### config.mk
export PLATFORM = sky130hd
export DESIGN_NAME = fetch_sequencer_flat
export DESIGN_NICKNAME = d
export VERILOG_FILES = /design/src/rtl/fetch_sequencer_if.sv /design/src/rtl/fetch_sequencer.sv /design/src/flat_wrapper.sv
export SDC_FILE = /design/constraint.sdc
export NUM_CORES = 1
export LEC_CHECK = 0
export CAP_MARGIN = 0
export CORE_MARGIN = 2
export CORE_UTILIZATION = 40
export CTS_CLUSTER_SIZE = 24
export DETAILED_ROUTE_END_ITERATION = 16
export HOLD_SLACK_MARGIN = 0.06
export PLACE_DENSITY = 0.76
export REMOVE_ABC_BUFFERS = 1
export SETUP_SLACK_MARGIN = 0.15
export SKIP_CTS_REPAIR_TIMING = 1
export SLEW_MARGIN = 20
export SYNTH_ARGS = -nofsm -noshare
export SYNTH_HDL_FRONTEND = slang
export SYNTH_SLANG_ARGS = --single-unit
### constraint.sdc
create_clock -name clk -period 3.8 [get_ports clk]
set_input_delay 0.95 -clock clk [delete_from_list [all_inputs] [get_ports clk]]
set_output_delay 0.95 -clock clk [all_outputs]
set_load 0.05 [all_outputs]
### src/rtl/fetch_sequencer_if.sv
// Fetch-side bundle between fetch_sequencer (master), the instruction ROM and core/debug controls.
interface fetch_sequencer_if #(
    parameter int unsigned CNT_W = 16
);
    logic [7:0]       rom_addr;
    logic [31:0]      rom_data;
    logic             stall;
    logic             br_taken;
    logic [7:0]       br_target;
    logic             halt_req;
    logic             resume_req;
    logic             step_req;
    logic [7:0]       brk_addr;
    logic [31:0]      instr;
    logic [7:0]       instr_pc;
    logic             instr_valid;
    logic             halted;
    logic             null_hit;
    logic [CNT_W-1:0] fetch_cnt;

    modport master (
        output rom_addr, instr, instr_pc, instr_valid, halted, null_hit, fetch_cnt,
        input  rom_data, stall, br_taken, br_target, halt_req, resume_req, step_req, brk_addr
    );

    modport slave (
        input  rom_addr, instr, instr_pc, instr_valid, halted, null_hit, fetch_cnt,
        output rom_data, stall, br_taken, br_target, halt_req, resume_req, step_req, brk_addr
    );
endinterface

### src/rtl/fetch_sequencer.sv
// Instruction-fetch controller: PC, one-entry fetch register, run/halt/step FSM, null-word stop.
// Optional PC breakpoint in RUN enabled by defining FETCH_BRKPT_EN.
module fetch_sequencer #(
    parameter logic [7:0]  RESET_PC  = 8'h00,
    parameter bit          START_RUN = 1'b1,
    parameter int unsigned CNT_W     = 16
) (
    input logic                 clk,
    input logic                 rst,
    fetch_sequencer_if.master   bus
);
    typedef enum logic [1:0] {
        ST_RUN  = 2'd0,
        ST_HALT = 2'd1,
        ST_STEP = 2'd2
    } state_e;

    state_e           state_q;
    logic [7:0]       pc_q;
    logic [31:0]      instr_q;
    logic [7:0]       instr_pc_q;
    logic             instr_valid_q;
    logic             null_hit_q;
    logic [CNT_W-1:0] fetch_cnt_q;

    logic [CNT_W-1:0] fetch_cnt_d;
    logic [7:0]       pc_d;
    logic             brk_hit_c;
    logic             active_c;
    logic             block_c;
    logic             null_stop_c;
    logic             issue_c;

    assign fetch_cnt_d = (&fetch_cnt_q) ? fetch_cnt_q : fetch_cnt_q + CNT_W'(1);
    assign pc_d        = pc_q + 8'd4;

`ifdef FETCH_BRKPT_EN
    assign brk_hit_c = (pc_q[7:2] == bus.brk_addr[7:2]);
`else
    logic unused_brk;
    assign unused_brk = ^bus.brk_addr;
    assign brk_hit_c  = 1'b0;
`endif

    // Fetch decision for a non-stalled, non-redirected edge; halt/breakpoint only stop RUN.
    assign active_c    = (state_q == ST_RUN || state_q == ST_STEP) && !bus.br_taken && !bus.stall;
    assign block_c     = (state_q == ST_RUN) && (bus.halt_req || brk_hit_c);
    assign null_stop_c = active_c && !block_c && (bus.rom_data == 32'h0);
    assign issue_c     = active_c && !block_c && (bus.rom_data != 32'h0);

    always_ff @(posedge clk) begin
        if (rst) begin
            state_q       <= START_RUN ? ST_RUN : ST_HALT;
            pc_q          <= RESET_PC;
            instr_q       <= 32'h0;
            instr_pc_q    <= 8'h00;
            instr_valid_q <= 1'b0;
            null_hit_q    <= 1'b0;
            fetch_cnt_q   <= '0;
        end else if (bus.br_taken) begin
            pc_q          <= {bus.br_target[7:2], 2'b00};
            instr_valid_q <= 1'b0;
        end else if (!bus.stall) begin
            if (issue_c) begin
                instr_q       <= bus.rom_data;
                instr_pc_q    <= pc_q;
                instr_valid_q <= 1'b1;
                pc_q          <= pc_d;
                fetch_cnt_q   <= fetch_cnt_d;
                if (state_q == ST_STEP) begin
                    state_q <= ST_HALT;
                end
            end else if (null_stop_c) begin
                instr_valid_q <= 1'b0;
                null_hit_q    <= 1'b1;
                state_q       <= ST_HALT;
            end else if (block_c) begin
                instr_valid_q <= 1'b0;
                state_q       <= ST_HALT;
            end else if (state_q == ST_HALT) begin
                instr_valid_q <= 1'b0;
                // A step arriving with resume is dropped; halt beats resume.
                if (bus.resume_req && !bus.halt_req) begin
                    state_q    <= ST_RUN;
                    null_hit_q <= 1'b0;
                end else if (bus.step_req && !bus.resume_req) begin
                    state_q <= ST_STEP;
                end
            end
        end
    end

    assign bus.rom_addr    = pc_q;
    assign bus.instr       = instr_q;
    assign bus.instr_pc    = instr_pc_q;
    assign bus.instr_valid = instr_valid_q;
    assign bus.halted      = (state_q == ST_HALT);
    assign bus.null_hit    = null_hit_q;
    assign bus.fetch_cnt   = fetch_cnt_q;
endmodule
### src/flat_wrapper.sv
// flat-port wrapper written by rule: the top's interface ports become plain ports
module fetch_sequencer_flat 
#(
    parameter logic [7:0]  RESET_PC  = 8'h00,
    parameter bit          START_RUN = 1'b1,
    parameter int unsigned CNT_W     = 16
)
  (clk, rst, bus_rom_addr, bus_instr, bus_instr_pc, bus_instr_valid, bus_halted, bus_null_hit, bus_fetch_cnt, bus_rom_data, bus_stall, bus_br_taken, bus_br_target, bus_halt_req, bus_resume_req, bus_step_req, bus_brk_addr);
  fetch_sequencer_if #(.CNT_W(CNT_W)) bus_i ();
  input logic clk;
  input logic rst;
  output wire logic [$bits(bus_i.rom_addr)-1:0] bus_rom_addr;
  output wire logic [$bits(bus_i.instr)-1:0] bus_instr;
  output wire logic [$bits(bus_i.instr_pc)-1:0] bus_instr_pc;
  output wire logic [$bits(bus_i.instr_valid)-1:0] bus_instr_valid;
  output wire logic [$bits(bus_i.halted)-1:0] bus_halted;
  output wire logic [$bits(bus_i.null_hit)-1:0] bus_null_hit;
  output wire logic [$bits(bus_i.fetch_cnt)-1:0] bus_fetch_cnt;
  input wire logic [$bits(bus_i.rom_data)-1:0] bus_rom_data;
  input wire logic [$bits(bus_i.stall)-1:0] bus_stall;
  input wire logic [$bits(bus_i.br_taken)-1:0] bus_br_taken;
  input wire logic [$bits(bus_i.br_target)-1:0] bus_br_target;
  input wire logic [$bits(bus_i.halt_req)-1:0] bus_halt_req;
  input wire logic [$bits(bus_i.resume_req)-1:0] bus_resume_req;
  input wire logic [$bits(bus_i.step_req)-1:0] bus_step_req;
  input wire logic [$bits(bus_i.brk_addr)-1:0] bus_brk_addr;
  assign bus_rom_addr = bus_i.rom_addr;
  assign bus_instr = bus_i.instr;
  assign bus_instr_pc = bus_i.instr_pc;
  assign bus_instr_valid = bus_i.instr_valid;
  assign bus_halted = bus_i.halted;
  assign bus_null_hit = bus_i.null_hit;
  assign bus_fetch_cnt = bus_i.fetch_cnt;
  assign bus_i.rom_data = bus_rom_data;
  assign bus_i.stall = bus_stall;
  assign bus_i.br_taken = bus_br_taken;
  assign bus_i.br_target = bus_br_target;
  assign bus_i.halt_req = bus_halt_req;
  assign bus_i.resume_req = bus_resume_req;
  assign bus_i.step_req = bus_step_req;
  assign bus_i.brk_addr = bus_brk_addr;
  fetch_sequencer #(.RESET_PC(RESET_PC), .START_RUN(START_RUN), .CNT_W(CNT_W)) u_core (.clk(clk), .rst(rst), .bus(bus_i));
endmodule
==> results of run 1 <==
-- power groups by stage --
stage                     clock network (W)   logic, W  registers, W
after global placement                    0   0.000237      0.000720
after CTS                          0.000527   0.000240      0.000705
final                              0.000516   0.000240      0.000705
after detailed placement                  0   0.000239      0.000720
after floorplan                           0  0.0000580      0.000782
after global routing               0.000554   0.000255      0.000708
-- cells in the final DEF, fill, tap and decap left out, types with 6 or more instances in the layout --
master,Yosys,layout
a211oi_1,6,6
a21oi_1,57,57
clkbuf_8,0,11
clkdlybuf4s50_1,0,106
dfxtp_1,64,64
nand2_1,84,84
nand3_1,8,8
nand4_1,7,7
nor2_1,9,9
o21ai_0,9,9
o31ai_1,8,8
or3_1,9,9
or4_1,6,6
-- final timing paths --
kind,slack [ns],from,endpoint,cells after the start
setup / recovery,0.95,bus_rom_data[11],u_core.bus.rom_addr[6]$_SDFFE_PP0P_,7
hold / removal,0.45,u_core.bus.instr_pc[7]$_SDFFE_PP0P_,u_core.bus.instr_pc[7]$_SDFFE_PP0P_,2
setup reg to reg,1.53,u_core.bus.fetch_cnt[0]$_SDFFE_PP0P_,u_core.bus.fetch_cnt[8]$_SDFFE_PP0P_,6
hold reg to reg,0.45,u_core.bus.instr_pc[7]$_SDFFE_PP0P_,u_core.bus.instr_pc[7]$_SDFFE_PP0P_,2
-- Yosys cell counts, types with 2 or more instances --
cell type  number
o21ai_1         4
and3_1          3
nand2_1        84
a311oi_1        2
nor4_2          5
nand4_1         7
or4_1           6
buf_2           5
dfxtp_1        64
o21bai_1        2
a2111oi_2       2
and4_1          5
and2_1          2
o2111ai_1       2
clkbuf_1        9
buf_6           2
or3_1           9
inv_1           5
ha_1            2
o21ai_0         9
nor4_1          5
buf_4           9
o31ai_1         8
a211oi_1        6
nor2_1          9
a21oi_1        57
a31oi_1         2
nand3_1         8
nor2b_1         2
-- per-layer routing --
layer | global-route usage [%] | vias to the layer above | wire, µm
li1 | - | 1432 | -
met1 | 23.8 | 1294 | 3300
met2 | 31.8 | 84 | 3540
met3 | 3.96 | 11 | 390
met4 | 7.85 | 0 | 119
met5 | 0 | - | 0
-- cell type report --
type	instances	area (µm²)	share of cell area, %
clock inverter	4	20.0	0.488
tap	96	120	2.93
multi-input combinational	254	1400	34.1
timing repair buffer	111	1110	27.0
sequential	64	1280	31.2
inverter	5	18.8	0.458
clock buffer	11	151	3.69
-- registers in the layout (all words and copies together), names as in the netlist --
name,count
u_core.bus.null_hit,1
u_core.state_q,2
u_core.bus.instr_pc,6
u_core.bus.instr,32
u_core.bus.rom_addr,6
u_core.bus.instr_valid,1
u_core.bus.fetch_cnt,16
-- critical path: stages --
cell and delay, ns:
clkdlybuf4s50_1 0.43, nor4_1 0.44, nand4_1 0.28, o21ai_4 0.40, buf_12 0.24, o21ai_1 0.09
a311oi_1 0.25
-- through the flow --
stage	instances	util, %	cell area, µm²	total power (W)
final	545	60.0	4100	0.00146
after detailed placement	530	57.5	3930	0.000960
after global placement	530	57.5	3930	0.000957
after CTS	545	60.0	4100	0.00147
after floorplan	323	-	2690	0.000840
after global routing	545	60.0	4100	0.00152
-- cell families after synthesis --
kind of cell / synth area share (%)
muxes: 0.397
other: 0.132
buffers and inverters: 6.05
xor gates and xnor gates: 0.309
DFF: 45.2
AOI/OAI and AO/OA: 20.9
adders and majority gates: 0.883
and+or+nand+nor: 26.1
==> flow_metrics.py, run 1 <==
metrics = {
    "worst_setup_path": {
        "data_arrival_at_the_endpoint_of_the_critical_path_ns": 3.10,
        "worst_ep_required_time_ns": 4.04,
        "crit_path_start_kind": "input port",
        "critPathCaptureType": "register",
        "critical_path_peak_fanout": 40,
        "setup.worst_path.class": "in -> reg",
    },
    "worst_hold_path": {
        "hold_path.class": "reg -> reg",
    },
    "power": {
        "ir_drop_v": 0.000181,
        "total_leakage_power_nw": 1.35,
        "internal_power_w": 0.00105,
        "clockPowerShare_pct": 35.3,
        "switch_pwr_w": 0.000412,
        "seq_power_share_pct": 48.3,
        "comb_power_share_pct": 16.4,
        "power.switching_fraction_pct": 28.2,
        "power_density_nw_per_um2": 356,
    },
    "global_route": {
        "initial_antenna_violation_count": 0,
        "grt_pass1_wl_mm": 11.7,
        "gr-usage-all-layers_pct": 19.0,
        "number_of_global_route_vias_before_repair": 2548,
        "maximum_number_of_pins_on_one_net_before_global_route_repair": 41,
        "grt_overflow_total": 0,
    },
    "placement": {
        "dp_slack_ns": 0.597,
        "place_congestion": 0.759,
        "dp_hpwl_mm": 5.14,
        "place.port_buffers": 107,
    },
    "logic_synthesis": {
        "synth_largest_type_area_fraction_pct": 45.2,
        "netlist-cell-type-count": 40,
        "synth_area_leader_cell": "dfxtp_1",
        "post_synth_instance_area_um2": 2830,
        "syn_area_per_cell_um2": 8.19,
        "synth-main-ff-cell": "dfxtp_1",
        "synthesis.yosys.warnings": 0,
        "postSynth.asyncResetShare_pct": 0,
        "post_synth_main_area_contributors": "dfxtp_1 45%, nand2_1 11%, a21oi_1 10%",
        "synth-edff-count": 0,
        "synth_sequential_area_ratio_pct": 45.2,
        "synthesis.instances": 346,
        "synth_seq_cells": 64,
    },
    "route": {
        "detail_route.wirelength_mm": 7.35,
        "route.antenna.remaining_nets": 0,
        "viasPerCell": 5.18,
        "post_drt_wl_per_cell_um": 13.5,
        "dr.first_iter.drc_count": 112,
        "vias": 2821,
        "drcViolationCount": 0,
        "drt_pass1_iterations": 5,
    },
    "final_layout": {
        "n_fill_cell": 634,
        "antenna_cells": 0,
        "layout_cell_share_with_drive_strength_beyond_1_pct": 6.68,
        "nets": 502,
        "area_delta_synth_final_pct": 44.7,
    },
    "sta": {
        "hold_violations": 0,
        "finalClockSkew_ns": 0.00646,
        "tns_ns": 0,
        "period_share_pct": 75.1,
        "unrepaired_setup_endpoints_after_global_routing": "no",
        "fin_crit_ns": 2.85,
        "maxClockFrequency_mhz": 350,
        "crit_path_setup_slack_layout_ns": 0.945,
        "whs_ns": 0.453,
        "tightest_pin_transition_ns": 0.995,
        "max_slew_vio_count": 0,
        "max_slew_margin_pct": 33.4,
        "setup_viol": 0,
    },
    "floorplanning": {
        "floorplan.rows": 30,
        "floorplan.core_area_um2": 6830,
        "start_util_pct": 41.5,
        "top_level_ports": 122,
        "die-height_um": 88.2,
        "fp.dieArea_um2": 7770,
        "die_w_um": 88.2,
    },
    "run_status": {
        "result_of_the_run": "completed",
    },
    "cts": {
        "clock_latency_ns": 0.33,
        "cts-htree-levels": 3,
        "cts_inserted_buffers": 9,
        "path_clk_slew_ns": 0.07,
        "clk_tree_root_cell": "clkbuf_8",
        "cts.sink_count": 64,
        "cts_tree": "yes",
        "clock_tree.buffer_depth": 2,
    },
    "job": {
        "timing.max_cap.violations": 0,
    },
}
Power figures use the tool's default switching activity.
==> run 2, diff against run 1 <==
CORE_UTILIZATION = 38   (was 40)
clock period = 2.4 ns   (was 3.8 ns; I/O delays follow)
==> flow_metrics.py, run 2 (synthesis results as in run 1) <==
metrics = {
    "floorplanning": {
        "start_util_pct": 39.1,
        "top_level_ports": 122,
        "die_w_um": 90.4,
        "floorplan.rows": 31,
        "floorplan.core_area_um2": 7250,
        "fp.dieArea_um2": 8160,
        "die-height_um": 90.4,
    },
    "sta": {
        "tightest_pin_transition_ns": 0.530,
        "fin_crit_ns": 2.22,
        "maxClockFrequency_mhz": 450,
        "hold_violations": 0,
        "crit_path_setup_slack_layout_ns": 0.177,
        "period_share_pct": 92.6,
        "whs_ns": 0.454,
        "unrepaired_setup_endpoints_after_global_routing": "yes",
        "max_slew_vio_count": 0,
        "setup_viol": 0,
        "max_slew_margin_pct": 64.6,
        "finalClockSkew_ns": 0.00861,
    },
    "route": {
        "vias": 3022,
        "dr.first_iter.drc_count": 91,
        "detail_route.wirelength_mm": 8.52,
        "drt_pass1_iterations": 6,
        "viasPerCell": 5.26,
        "drcViolationCount": 0,
        "route.antenna.remaining_nets": 0,
        "post_drt_wl_per_cell_um": 14.8,
    },
    "global_route": {
        "initial_antenna_violation_count": 0,
        "maximum_number_of_pins_on_one_net_before_global_route_repair": 44,
        "grt_pass1_wl_mm": 12.4,
        "number_of_global_route_vias_before_repair": 2746,
        "gr-usage-all-layers_pct": 18.6,
        "grt_overflow_total": 0,
    },
    "cts": {
        "clock_tree.buffer_depth": 2,
        "clk_tree_root_cell": "clkbuf_8",
        "cts.sink_count": 64,
        "cts_tree": "yes",
        "path_clk_slew_ns": 0.07,
        "clock_latency_ns": 0.34,
        "cts-htree-levels": 3,
        "cts_inserted_buffers": 9,
    },
    "placement": {
        "placed_cells_incl_taps": 551,
        "place_congestion": 0.830,
        "dp_hpwl_mm": 5.60,
        "dp_slack_ns": -0.297,
        "place.port_buffers": 107,
    },
    "worst_setup_path": {
        "timing.critical_path.depth": 1,
        "slowest_stage": "clkdlybuf4s50_1",
        "critical_path.top_delay_family": "buffers and inverters",
        "timing.reg2reg.setup_slack_ns": 0.44,
        "cp_num_buf_inv": 1,
        "critical_path_peak_fanout": 6,
        "data_arrival_at_the_endpoint_of_the_critical_path_ns": 1.62,
        "critPathCaptureType": "output port",
        "setup.worst_path.class": "reg -> out",
        "cp_cell_sequence": "clkdlybuf4s50_1",
        "crit_path_start_kind": "register",
        "r2r.worst_path.cells": 7,
        "worst_ep_required_time_ns": 1.80,
        "timing.critical_path.slowest_cell_delay_ns": 0.84,
    },
    "power": {
        "power_density_nw_per_um2": 531,
        "ir_drop_v": 0.000293,
        "total_leakage_power_nw": 1.94,
    },
    "final_layout": {
        "antenna_cells": 0,
        "postLayoutCoreUtil_pct": 63.3,
        "nets": 528,
        "area_delta_synth_final_pct": 62.0,
        "layoutNonFillerInstCount": 574,
        "final_common_cell": "nand2_1",
        "layout_cell_share_with_drive_strength_beyond_1_pct": 14.1,
        "most_used_cells_in_the_layout_excluding_fill_and_tap_cells": "84 x nand2_1, 67 x clkdlybuf4s50_1, 64 x dfxtp_1",
        "largest_register_ffs": 32,
    },
    "worst_hold_path": {
        "worst_hold_path.num_cells": 2,
        "hold_path.class": "reg -> reg",
    },
    "run_status": {
        "result_of_the_run": "completed",
    },
    "job": {
        "timing.max_cap.violations": 0,
    },
}
==> run 2: cell types whose count changed in the layout (fill, tap and decap cells not counted), sizes merged <==
cell | previous run | this run
clkdlybuf4s50 | 106 | 67
dlymetal6s2s | 0 | 39
buf | 5 | 28
clkbuf | 11 | 14
bufinv | 0 | 1
clkinv | 4 | 3
==> run 2: area by class of cell <==
type,instances,area (µm²)
Timing Repair Buffer,137,1480
Inverter,5,18.8
Tap cell,99,124
Clock buffer,11,141
Multi-Input combinational cell,254,1500
Sequential cell,64,1280
Clock inverter,4,45.0
Fill cell,625,2660
==> run 2: report_power, final <==
group | switching, W | internal [W]
sequential | 0.0000235 | 0.00109
combinational | 0.000253 | 0.000174
clock | 0.000400 | 0.000497
total | 0.000677 | 0.00176
==> run 2: worst min-delay path: cells and delay by family (launching register included) <==
family             cells  cell delay (ns)
AOI/OAI and AO/OA      1             0.05
DFF                    1             0.31
and+or+nand+nor        1             0.05
==> run 2: layer usage <==
metal	up-vias	GRT usage, %	routed length [µm]
met5	-	0	0
met4	0	6.54	104
li1	1478	-	-
met1	1412	22.0	3590
met2	123	32.1	4280
met3	9	5.43	549
==> run 2: worst paths after layout <==
kind                                   startpoint                                   end
min reg2reg   u_core.bus.instr_pc[7]$_SDFFE_PP0P_   u_core.bus.instr_pc[7]$_SDFFE_PP0P_
max reg2reg  u_core.bus.fetch_cnt[0]$_SDFFE_PP0P_  u_core.bus.fetch_cnt[9]$_SDFFE_PP0P_
max          u_core.bus.fetch_cnt[9]$_SDFFE_PP0P_                      bus_fetch_cnt[9]
min           u_core.bus.instr_pc[7]$_SDFFE_PP0P_   u_core.bus.instr_pc[7]$_SDFFE_PP0P_
==> run 2: per-stage QoR <==
stage / power (W) / instance area (µm²) / TNS (ns)
after global routing: 0.00253 / 4590 / 0
after CTS: 0.00243 / 4250 / -0.0239
after floorplan: 0.00133 / 2690 / -20.34
after detailed placement: 0.00154 / 4070 / -13.91
after global placement: 0.00153 / 4070 / -13.92
final: 0.00244 / 4590 / 0
